[src/rtl/ram_fifo_ctrl.sv]
`default_nettype none
// ============================================================================
// Module      : ram_fifo_ctrl
// Description : Streaming FIFO controller for an external dual-port SRAM.
//               Port a carries writes, port b carries reads. A 2-entry
//               prefetch buffer hides the SRAM's one-cycle read latency so
//               both sides sustain one word per clock.
//               Optional macro RAM_FIFO_WATERMARK_EN builds the registered
//               almost_full flag; without it almost_full is tied low.
// Revision    : 1.0 - initial release
// ============================================================================
module ram_fifo_ctrl #(
    parameter int ADDR_WIDTH  = 10,
    parameter int DATA_WIDTH  = 32,
    parameter int AFULL_LEVEL = 1000
) (
    input  logic                  clk,
    input  logic                  rst,
    input  logic                  clear,
    input  logic                  wr_valid,
    output logic                  wr_ready,
    input  logic [DATA_WIDTH-1:0] wr_data,
    output logic                  rd_valid,
    input  logic                  rd_ready,
    output logic [DATA_WIDTH-1:0] rd_data,
    output logic [ADDR_WIDTH+1:0] level,
    output logic                  almost_full,
    output logic [ADDR_WIDTH-1:0] ram_addr_a,
    output logic                  ram_wr_a,
    output logic [DATA_WIDTH-1:0] ram_wdata_a,
    output logic [ADDR_WIDTH-1:0] ram_addr_b,
    output logic                  ram_rd_b,
    input  logic [DATA_WIDTH-1:0] ram_rdata_b
);

    localparam int                PW      = ADDR_WIDTH + 1;
    localparam int                LW      = ADDR_WIDTH + 2;
    localparam logic [PW-1:0]     c_depth = {1'b1, {ADDR_WIDTH{1'b0}}};

    // Threshold must be reachable by level (max DEPTH + 2 words held).
    if ((AFULL_LEVEL < 1) || (AFULL_LEVEL > (1 << ADDR_WIDTH) + 2)) begin : g_bad_afull
        $error("ram_fifo_ctrl: AFULL_LEVEL out of range");
    end

    logic [PW-1:0]         r_wr_ptr;
    logic [PW-1:0]         r_rd_ptr;
    logic                  r_inflight;
    logic [1:0]            r_buf_cnt;
    logic [DATA_WIDTH-1:0] r_head;
    logic [DATA_WIDTH-1:0] r_tail;
    logic [LW-1:0]         r_level;

    logic [PW-1:0]         w_ram_count;
    logic                  w_wr_fire;
    logic                  w_pop;
    logic [2:0]            w_occ;
    logic                  w_fetch;
    logic                  w_capture;
    logic [1:0]            w_cnt_after_pop;
    logic [PW-1:0]         w_wr_ptr_nxt;
    logic [PW-1:0]         w_rd_ptr_nxt;
    logic [1:0]            w_buf_cnt_nxt;
    logic [PW-1:0]         w_ram_count_nxt;
    logic [LW-1:0]         w_level_nxt;

    // Words still sitting in the SRAM (not yet fetched); the pointer MSB
    // separates the full case (DEPTH) from empty (0).
    assign w_ram_count = r_wr_ptr - r_rd_ptr;

    assign wr_ready    = ~rst & ~clear & (w_ram_count < c_depth);
    assign w_wr_fire   = wr_valid & wr_ready;
    assign ram_wr_a    = w_wr_fire;
    assign ram_addr_a  = r_wr_ptr[ADDR_WIDTH-1:0];
    assign ram_wdata_a = wr_data;

    assign rd_valid    = (r_buf_cnt != 2'd0);
    assign rd_data     = r_head;
    assign w_pop       = rd_valid & rd_ready;

    // Buffer occupancy one edge from now, counting the word in flight as
    // already landed; a fetch is allowed only if its word will fit.
    assign w_occ      = {1'b0, r_buf_cnt} + {2'b00, r_inflight} - {2'b00, w_pop};
    assign w_fetch    = (w_ram_count != '0) & (w_occ < 3'd2) & ~clear;
    assign ram_rd_b   = w_fetch;
    assign ram_addr_b = r_rd_ptr[ADDR_WIDTH-1:0];

    // A read returning during clear belongs to flushed contents.
    assign w_capture       = r_inflight & ~clear;
    assign w_cnt_after_pop = r_buf_cnt - {1'b0, w_pop};

    assign w_wr_ptr_nxt    = clear ? '0 : r_wr_ptr + PW'(w_wr_fire);
    assign w_rd_ptr_nxt    = clear ? '0 : r_rd_ptr + PW'(w_fetch);
    assign w_buf_cnt_nxt   = clear ? 2'd0 : w_occ[1:0];
    assign w_ram_count_nxt = w_wr_ptr_nxt - w_rd_ptr_nxt;
    assign w_level_nxt     = LW'(w_ram_count_nxt) + LW'(w_fetch) + LW'(w_buf_cnt_nxt);

    assign level = r_level;

    // Pointer, in-flight flag, occupancy and level registers.
    always_ff @(posedge clk or posedge rst) begin
        if (rst) begin
            r_wr_ptr   <= '0;
            r_rd_ptr   <= '0;
            r_inflight <= 1'b0;
            r_buf_cnt  <= 2'd0;
            r_level    <= '0;
        end else begin
            r_wr_ptr   <= w_wr_ptr_nxt;
            r_rd_ptr   <= w_rd_ptr_nxt;
            r_inflight <= w_fetch;
            r_buf_cnt  <= w_buf_cnt_nxt;
            r_level    <= w_level_nxt;
        end
    end

    // Prefetch buffer data: pop shifts tail into head, capture lands in the
    // first slot left free after the pop.
    always_ff @(posedge clk or posedge rst) begin
        if (rst) begin
            r_head <= '0;
            r_tail <= '0;
        end else if (!clear) begin
            if (w_pop) begin
                r_head <= r_tail;
            end
            if (w_capture) begin
                if (w_cnt_after_pop == 2'd0) begin
                    r_head <= ram_rdata_b;
                end else begin
                    r_tail <= ram_rdata_b;
                end
            end
        end
    end

`ifdef RAM_FIFO_WATERMARK_EN
    localparam logic [LW-1:0] c_afull = LW'(AFULL_LEVEL);
    logic r_almost_full;

    // Watermark flag tracks the level being loaded this edge.
    always_ff @(posedge clk or posedge rst) begin
        if (rst) begin
            r_almost_full <= 1'b0;
        end else begin
            r_almost_full <= (w_level_nxt >= c_afull);
        end
    end

    assign almost_full = r_almost_full;
`else
    assign almost_full = 1'b0;
`endif

endmodule
`default_nettype wire

[config.mk]
export PLATFORM = sky130hd
export DESIGN_NAME = ram_fifo_ctrl
export DESIGN_NICKNAME = d
export VERILOG_FILES = /design/src/rtl/ram_fifo_ctrl.sv
export SDC_FILE = /design/constraint.sdc
export NUM_CORES = 1
export LEC_CHECK = 0
export CAP_MARGIN = 20
export CORE_MARGIN = 5
export CORE_UTILIZATION = 49
export CTS_BUF_LIST = sky130_fd_sc_hd__clkbuf_4
export CTS_CLUSTER_DIAMETER = 200
export DETAILED_ROUTE_END_ITERATION = 8
export HOLD_SLACK_MARGIN = 0.05
export PLACE_DENSITY = 0.82
export SYNTH_ARGS = -nofsm -noshare
export SYNTH_HDL_FRONTEND = slang
export SYNTH_SLANG_ARGS = --single-unit
[constraint.sdc]
create_clock -name clk -period 5.7 [get_ports clk]
set_clock_uncertainty 0.15 [all_clocks]
set_input_delay 1.14 -clock clk [delete_from_list [all_inputs] [get_ports clk]]
set_output_delay 1.14 -clock clk [all_outputs]
set_load 0.005 [all_outputs]
---- After elaboration in Yosys (flattened, before gate mapping) ----
Cells that the tools add are included.
storage, ports and cells
  input bits .............................. 69
  output and inout port bits .............. 101
  bits in registers ....................... 101
  word-level logic and storage cells ...... 38
cells by class
  $lt $le $gt $ge ......................... 2
  reduce and logical (&&, ||, !) cells .... 4
  multiplexer cells ....................... 6
  bitwise gates (word level) .............. 10
  $add $sub $neg .......................... 9
operators by type and width
  cell                  number
  $mux 32               3
  $add 11x1->11         2
  $mux 11               2
  $sub 11x11->11        2
  $add 11x1->12         1
  $add 12x2->12         1
  $lt 11x11->1 const B  1
  $reduce_bool 11->1    1
  $and 1x1->1           7
  $add 2x1->3           1
  $lt 3x2->1 const B    1
  $not 1->1             3
  $reduce_and 3->1      1
  $sub 3x1->3           1
  $logic_not 2->1       1
  $mux 2                1
  $reduce_bool 2->1     1
  $sub 2x1->2           1

---- Longest topological paths before layout ----
Gate-level depths: netlist (run 1).
  depth after elaboration ................. 11
  depth in mapped cells ................... 26
  gate-level depth less buffers ........... 25

---- Worst setup path after synthesis (run 1) ----
Ideal clock, no wire load.
  path type ............................... input -> register
  from .................................... input rd_ready
  to ...................................... register r_level[10], in the netlist level[10]
  slack ................................... 192 ps
  data required time ...................... 5,471 ps
  setup time .............................. 79 ps
  stages .................................. 24
  data arrival time ....................... 5,279 ps
  buffers on the path ..................... 1
  path through ............................ nand2_1 -> inv_1 -> ha_1 -> inv_1 -> ha_1 -> inv_1 -> fa_1 -> xor2_1 -> nor3b_1 -> o31a_1 -> ha_1 -> and4_1 -> buf_2 -> nand2_1 -> xnor2_1 -> or2_2 -> ha_1 -> nand3_1 -> a21oi_2 -> a211o_1 -> xor2_1 -> nand3_2 -> nor4b_4 -> xor2_1
between the ends
  longest elaborated chain between the ends .. 10
  elaborated cells on any way between the ends .. 11
  those cells by class .................... 5 x add/sub; 1 x order compare; 2 x mux; 3 x bitwise
ends and longest elaborated chain
  element                        RTL line  source
  start, declared                24        input logic rd_ready,
  $and 1x1->1 (*)                78        assign w_pop = rd_valid & rd_ready;
  $sub 3x1->3 (*)                82        assign w_occ = {1'b0, r_buf_cnt} + {2'b00, r_inflight} - {2'b00, w_pop};
  $lt 3x2->1 (*)                 83        assign w_fetch = (w_ram_count != '0) & (w_occ < 3'd2) & ~clear;
  $and 1x1->1 (*) (2 in series)  83
  named net ram_rd_b             32        output logic ram_rd_b,
  $add 11x1->11                  92        assign w_rd_ptr_nxt = clear ? '0 : r_rd_ptr + PW'(w_fetch);
  $mux 11                        92
  $sub 11x11->11                 94        assign w_ram_count_nxt = w_wr_ptr_nxt - w_rd_ptr_nxt;
  $add 11x1->12 (*)              95        assign w_level_nxt = LW'(w_ram_count_nxt) + LW'(w_fetch) + LW'(w_buf_cnt_nxt);
  $add 12x2->12 (*)              95
  named net w_level_nxt[10]      64        logic [LW-1:0] w_level_nxt;
  end signal, assigned           112       r_level <= w_level_nxt;
  end, declared                  51        logic [LW-1:0] r_level;
The timed path passes the listed nets; every way through them passes the cells marked *.
A chain may end at the register's enable or synchronous reset.

---- Worst setup path in the final report (run 1) ----
  from .................................... input rd_ready
  to ...................................... register r_level[9], in the netlist level[9]
between the ends
  longest elaborated chain between the ends .. 10
  elaborated cells on any way between the ends .. 11
  those cells by class .................... 5 x add/sub; 1 x order compare; 2 x mux; 3 x bitwise
ends and longest elaborated chain
  element                    RTL line
  $and 1x1->1 (*)            78
  $sub 3x1->3 (*)            82
  $lt 3x2->1                 83
  $and 1x1->1 (2 in series)  83
  $add 11x1->11              92
  $mux 11                    92
  $sub 11x11->11             94
  $add 11x1->12              95
  $add 12x2->12 (*)          95
  named net w_level_nxt[9]   64
Marked as above.

==> key figures, run 1 <==
Global routing
  • Global-route wire length before repair: 22400 um
  • Total GRT Usage: 19.2%
  • Vias in the first global route: 4512
  • Gr ovfl total: 0
  • Largest net degree at the start of global routing: 75
  • Initial antenna violation count: 0

Place
  • IO Port Bufs: 104
  • Dpl hpwl: 9940 um
  • GPL Wtd Cong: 0.845

Power
  • Sequential power share: 40.0%
  • Net Sw Frac: 30.9%
  • Total power: 2.78 mW
  • Power Internal: 1.92 mW
  • Part of the power in the clock network: 15.7%
  • Leak: 3.16 nW
  • Comb power frac: 44.3%
  • Maximum vdd drop: 0.239 mV
  • Psw: 0.859 mW
  • Pwr/cell area: 388 mW/mm^2

Yosys
  • EDFF count, synth: 0
  • Post-synthesis sequential area ratio: 43.8%
  • Ys async rst share: 100%
  • Most frequent cell after synthesis: dfrtp_1
  • Yosys top cell by area: dfrtp_1
  • Commonest cells post-synth: dfrtp_1, o22a_1, buf_4, inv_1, mux2_2
  • Net Count, Synth: 631
  • Ranking of synthesized cells by area: dfrtp_1, o22a_1, buf_4
  • Yosys cell types: 54
  • Synth Cell Area: 0.00577 mm^2
  • Ys Warns: 0
  • Syn Inst Count: 530
  • Post-synthesis register bit count: 101
  • Top_reg_cell synth: dfrtp_1
  • Synth top area share: 43.8%
  • Syn Area/Cell: 10.9 um^2

Clocking
  • Clock sinks: 101
  • CTS tree: done
  • CTS clock-pin slew for the worst setup and hold paths: 0.15 ns
  • CTS Buffer Depth: 2
  • Num CTS Buffers: 9
  • Worst-Skew Late Latency: 0.46 ns
  • Root buf cell: clkbuf_4
  • Hold buffers post-CTS: 0
  • H-tree depth: 3

Setup path
  • Crit path DAT: 5.73 ns
  • Slowest cell on the critical path: clkdlybuf4s50_1
  • Worst setup SP type: input port
  • Setup Crit Path Kind: in -> reg
  • Worst Path Required: 5.90 ns
  • Crit path buf inv count: 6
  • Worst stage delay on the critical path: 0.47 ns
  • Top Family by Delay on Critical Path: simple AND/OR/NAND/NOR gates
  • Most used cell, CP: ha_1
  • Crit end category: flip-flop
  • Cell chain of the critical path: clkdlybuf4s50_1 -> nand2_1 -> inv_1 -> ha_1 -> inv_2 -> ha_1 -> inv_1 -> fa_1 -> xor2_1 -> nor3b_2 -> o31a_1 -> ha_1 -> and4_1 -> buf_4 -> nand3_1 -> xnor2_1 -> or2_2 -> ha_4 -> nand3_1 -> a31oi_1 -> nor4bb_2 -> or3_1 -> buf_4 -> xor2_1
  • Critical Path Fanout Max: 5

Job
  • Max_cap viols: 0

STA
  • Fmax: 181 MHz
  • Final Setup Violations: 0
  • Max transition margin: 39.0%
  • Min cycle time layout: 5.53 ns
  • Transition time of the tightest slew-check pin: 0.915 ns
  • Fin Hold WS: 0.380 ns
  • Setup TNS: 0 ns
  • Slew Viols, Final: 0
  • Final Hold Viols: 0
  • Period utilization: 97.0%

Die
  • DIE WIDTH: 118 um
  • Core Region: 0.0115 mm^2
  • # rows: 39
  • IO Count: 170
  • Starting Density: 50.3%
  • Die area: 0.0140 mm^2
  • Die Height: 118 um

Run status
  • Status: finished, final reports clean

Cells and area
  • P&R area growth vs syn: 24.3%
  • Layout cells sized above 1: 21.5%
  • Final #Nets: 718
  • Diodes inserted: 0

Routing
  • Routed vias/inst: 5.61
  • Vias: 4290
  • DRT Wirelength: 13800 um
  • WL/cell: 18.1 um
  • Number of remaining DRC errors: 0
  • Drt first pass iters: 4
  • Post-route antenna net violation count: 0
  • Drt initial violations: 346

Min path
  • Worst min path class: reg -> reg
sequential cells by signal (all words and copies together), names as in the netlist:
| name | flops |
|---|---|
| rd_data | 32 |
| r_tail | 32 |
| r_wr_ptr | 11 |
| r_rd_ptr | 11 |
| r_inflight | 1 |
| level | 12 |
| r_buf_cnt | 2 |
stage by stage:
| stage | cell area (um^2) | instances | utilization (%) | worst slack (ns) |
|---|---|---|---|---|
| 3_5_place_dp | 6830 | 745 | 59.5 | -0.431 |
| 3_3_place_gp | 6830 | 745 | 59.5 | -0.264 |
| 4_1_cts | 6990 | 761 | 61.0 | 0.0834 |
| 2_1_floorplan | 5770 | 530 | - | 0.192 |
| 6_report | 7170 | 765 | 62.5 | 0.172 |
| 5_1_grt | 7170 | 765 | 62.5 | -0.0899 |
layout by cell type, fill, tap and decap left out, types with 3 or more instances in the layout:
master,n
clkbuf_4,10
inv_1,36
nor3_1,6
buf_4,44
a21oi_1,10
clkdlybuf4s50_1,103
or3_1,4
xor2_1,19
nor2_1,18
ha_4,5
nor2b_1,5
and3_1,5
nand3_1,11
mux2_2,32
nand4_1,3
fa_1,3
o21ai_0,3
o21ai_1,4
o22a_1,62
a21o_1,6
or2_2,9
nand2b_1,7
nand2_1,17
ha_1,21
dfrtp_1,101
xnor2_1,21
and4_1,4
path summary, 6_finish.rpt:
path / startpoint / to / slack (ns) / cells after the start
max: rd_ready / level[9] / 0.17 / 24
min: r_tail[29] / r_tail[29] / 0.38 / 1
max reg2reg: r_wr_ptr[3] / level[8] / 0.45 / 22
min reg2reg: r_tail[29] / r_tail[29] / 0.38 / 1
max in group asynchronous: rst / rd_data[1] / 3.35 / 3
min in group asynchronous: rst / r_wr_ptr[0] / 1.11 / 2
cell families (layout without fill, tap and decap cells):
logic type | Yosys count | count (layout) | synth area share [%]
muxes | 34 | 34 | 6.59
DFF | 101 | 101 | 43.8
AOI/OAI and AO/OA | 103 | 103 | 14.4
other | 1 | 1 | 0.0650
buffers and inverters | 111 | 203 | 10.7
adders and majority gates | 32 | 32 | 7.46
xor gates and xnor gates | 43 | 43 | 6.66
and+or+nand+nor | 105 | 105 | 10.3
power groups by stage:
stage | combinational, mW | sequential (mW) | clock [mW]
2_1_floorplan | 0.664 | 1.11 | 0
3_3_place_gp | 1.15 | 1.11 | 0
3_5_place_dp | 1.20 | 1.13 | 0
4_1_cts | 1.20 | 1.11 | 0.448
5_1_grt | 1.35 | 1.14 | 0.478
6_report | 1.23 | 1.11 | 0.437
per-layer routing:
layer / vias to the layer above / routed length [um] / GRT usage, %
met4: 0 / 356 / 5.95
met1: 2119 / 5870 / 24.7
met2: 156 / 6890 / 32.1
met3: 41 / 699 / 4.87
li1: 1974 / - / -
met5: - / 0 / 0
layout make-up:
cell class / count / area, um^2
well taps: 143 / 179
flip-flops and latches: 101 / 2530
fillers: 930 / 4300
clock buffers: 10 / 75.1
multi-input cells: 318 / 2760
repair buffers: 149 / 1390
clock inverters: 6 / 93.8
inverters: 38 / 145
repair_timing:
| action | in CTS | in global routing |
|---|---|---|
| endpoints found under the hold margin | 0 | 0 |
| gates resized for setup | 0 | 23 |
| setup endpoints to repair | 0 | 7 |
| setup buffers | 0 | 3 |
Note: power is estimated with default switching activity, not from simulation.
==> run 2: changes to the inputs <==
HOLD_SLACK_MARGIN = default   (was 0.05)
==> results of run 2 <==
No change in the layout: final DEF, timing and power equal those of run 1.
==> run 3: changes to the inputs <==
CTS_CLUSTER_SIZE = 14   (was default)
GPL_TIMING_DRIVEN = 0   (was default)
==> run 3 against run 2 <==
Compared with the run above: critical path type unchanged; combinational power barely moved; largest cell class unchanged; global-route usage rose by 1.0 points; count of clock-buffer cells in the layout fell by 1; worst setup slack better by 0.14 ns; wire length increased by 5.0%; sequential cell count unchanged; worst hold slack worse by 0.0036 ns; die area unchanged.
==> key figures, run 3 (same netlist as run 1, synthesis figures left out) <==
Clocking
  • Clock sinks: 101
  • H-tree depth: 3
  • Root buf cell: clkbuf_4
  • Worst-Skew Late Latency: 0.46 ns
  • CTS tree: done
  • Num CTS Buffers: 9
  • CTS Buffer Depth: 2
  • CTS clock-pin slew for the worst setup and hold paths: 0.15 ns

Global routing
  • Initial antenna violation count: 0
  • Vias in the first global route: 4798
  • Total GRT Usage: 20.3%
  • Gr ovfl total: 0
  • Largest net degree at the start of global routing: 59
  • Global-route wire length before repair: 23800 um

Run status
  • Status: finished, final reports clean

STA
  • Fmax: 185 MHz
  • RSZ-0062 raised after global routing: false
  • Final Hold Viols: 0
  • Final Setup Violations: 0
  • Max transition margin: 52.2%
  • Min setup slack post-route: 0.308 ns
  • Setup TNS: 0 ns
  • Min cycle time layout: 5.39 ns
  • Slew Viols, Final: 0
  • Period utilization: 94.6%
  • Transition time of the tightest slew-check pin: 0.715 ns
  • Fin Hold WS: 0.377 ns

Cells and area
  • Diodes inserted: 0
  • Final Non-Filler Cells: 829
  • Register area: 0.00253 mm^2
  • P&R area growth vs syn: 32.3%
  • Footprint of the multi-input gates: 0.00276 mm^2
  • Layout cells sized above 1: 21.6%
  • Fill cells: 915
  • Commonest cells after routing, fill and taps aside: clkdlybuf4s50_1, dfrtp_1, o22a_1, buf_4, inv_1
  • Commonest non-fill, non-tap cell in the layout: clkdlybuf4s50_1
  • Final #Nets: 783

Place
  • Inst Count DP: 809
  • Dpl hpwl: 11000 um
  • IO Port Bufs: 135
  • GPL Wtd Cong: 0.801
  • Place WS: -0.810 ns

Routing
  • Drt initial violations: 231
  • WL/cell: 17.5 um
  • Routed vias/inst: 5.42
  • Vias: 4492
  • Post-route antenna net violation count: 0
  • Drt first pass iters: 4
  • Number of remaining DRC errors: 0
  • DRT Wirelength: 14500 um

Die
  • Starting Density: 50.3%
  • Die area: 0.0140 mm^2
  • Core Region: 0.0115 mm^2
  • IO Count: 170
  • Die Height: 118 um
  • DIE WIDTH: 118 um
  • # rows: 39

Setup path
  • Crit path DAT: 5.58 ns
  • Crit end category: flip-flop
  • Setup Crit Path Kind: in -> reg
  • Worst setup SP type: input port
  • Worst Path Required: 5.89 ns
  • Critical Path Fanout Max: 6

Power
  • Total power: 2.70 mW
  • Pwr/cell area: 354 mW/mm^2
  • Maximum vdd drop: 0.240 mV
  • Leak: 3.38 nW

Job
  • Max_cap viols: 0

Min path
  • Worst min path class: reg -> reg
==> run 3: cell count changes in the layout (fill, tap and decap cells not counted), moves of 2 or more <==
cell,before,now
clkbuf_1,0,17
clkdlybuf4s50_1,103,134
buf_4,44,59
bufinv_16,2,0
==> run 3: final cells by class <==
type                    instances  share of cell area (%)
inverters                      38                    1.90
plain buffers                  73                    6.28
flip-flops and latches        101                    33.1
clock buffers                   9                   0.886
well taps                     143                    2.35
multi-input cells             318                    36.1
repair buffers                141                    18.6
clock inverters                 6                   0.722
==> run 3: repair_timing <==
action	CTS	global route
pin swaps	1	10
hold buffers	0	0
endpoints found under the setup margin	5	5
hold endpoints to repair	0	0
buffers inserted	1	4
gates resized for setup	7	22
==> run 3: worst paths after layout <==
kind,end,start,cells after the start,slack [ns]
worst max-delay path,level[10],rd_ready,23,0.31
worst max register to register,level[10],r_rd_ptr[1],21,0.44
worst min-delay path,rd_data[5],rd_data[5],1,0.38
worst min register to register,rd_data[5],rd_data[5],1,0.38
max in group asynchronous,rd_data[0],rst,3,3.72
min in group asynchronous,level[0],rst,2,1.00
==> run 3: metrics by stage <==
| stage | cell area [um^2] | util, % |
|---|---|---|
| 4_1_cts | 7500 | 65.4 |
| 5_1_grt | 7630 | 66.5 |
| 2_1_floorplan | 5770 | - |
| 3_3_place_gp | 7300 | 63.6 |
| 3_5_place_dp | 7330 | 63.9 |
| 6_report | 7630 | 66.5 |
==> run 3: metal layers <==
| layer | track usage [%] | vias up | wire length, um |
|---|---|---|---|
| met1 | 25.3 | 2208 | 5940 |
| met2 | 36.0 | 148 | 7440 |
| li1 | - | 2108 | - |
| met3 | 4.39 | 28 | 824 |
| met5 | 0 | - | 0 |
| met4 | 4.89 | 0 | 301 |
==> run 3: critical path: stages <==
cell	delay [ns]
dlymetal6s2s_1	0.14
nand2_2	0.08
inv_2	0.04
ha_1	0.27
inv_1	0.08
ha_1	0.14
inv_1	0.04
fa_1	0.37
xor2_1	0.17
nor3b_2	0.26
o31a_1	0.24
ha_2	0.21
nand3_1	0.12
or3_1	0.41
xnor2_1	0.13
or2_2	0.32
ha_4	0.32
nand3_1	0.12
a31oi_2	0.18
nor4bb_2	0.07
or3_4	0.39
nor4b_4	0.14
xor2_1	0.17
==> run 3: where the power goes <==
group          internal, mW  total (mW)  switching (mW)
combinational         0.751        1.23           0.480
clock                0.0971       0.352           0.255
sequential            0.974        1.12           0.143
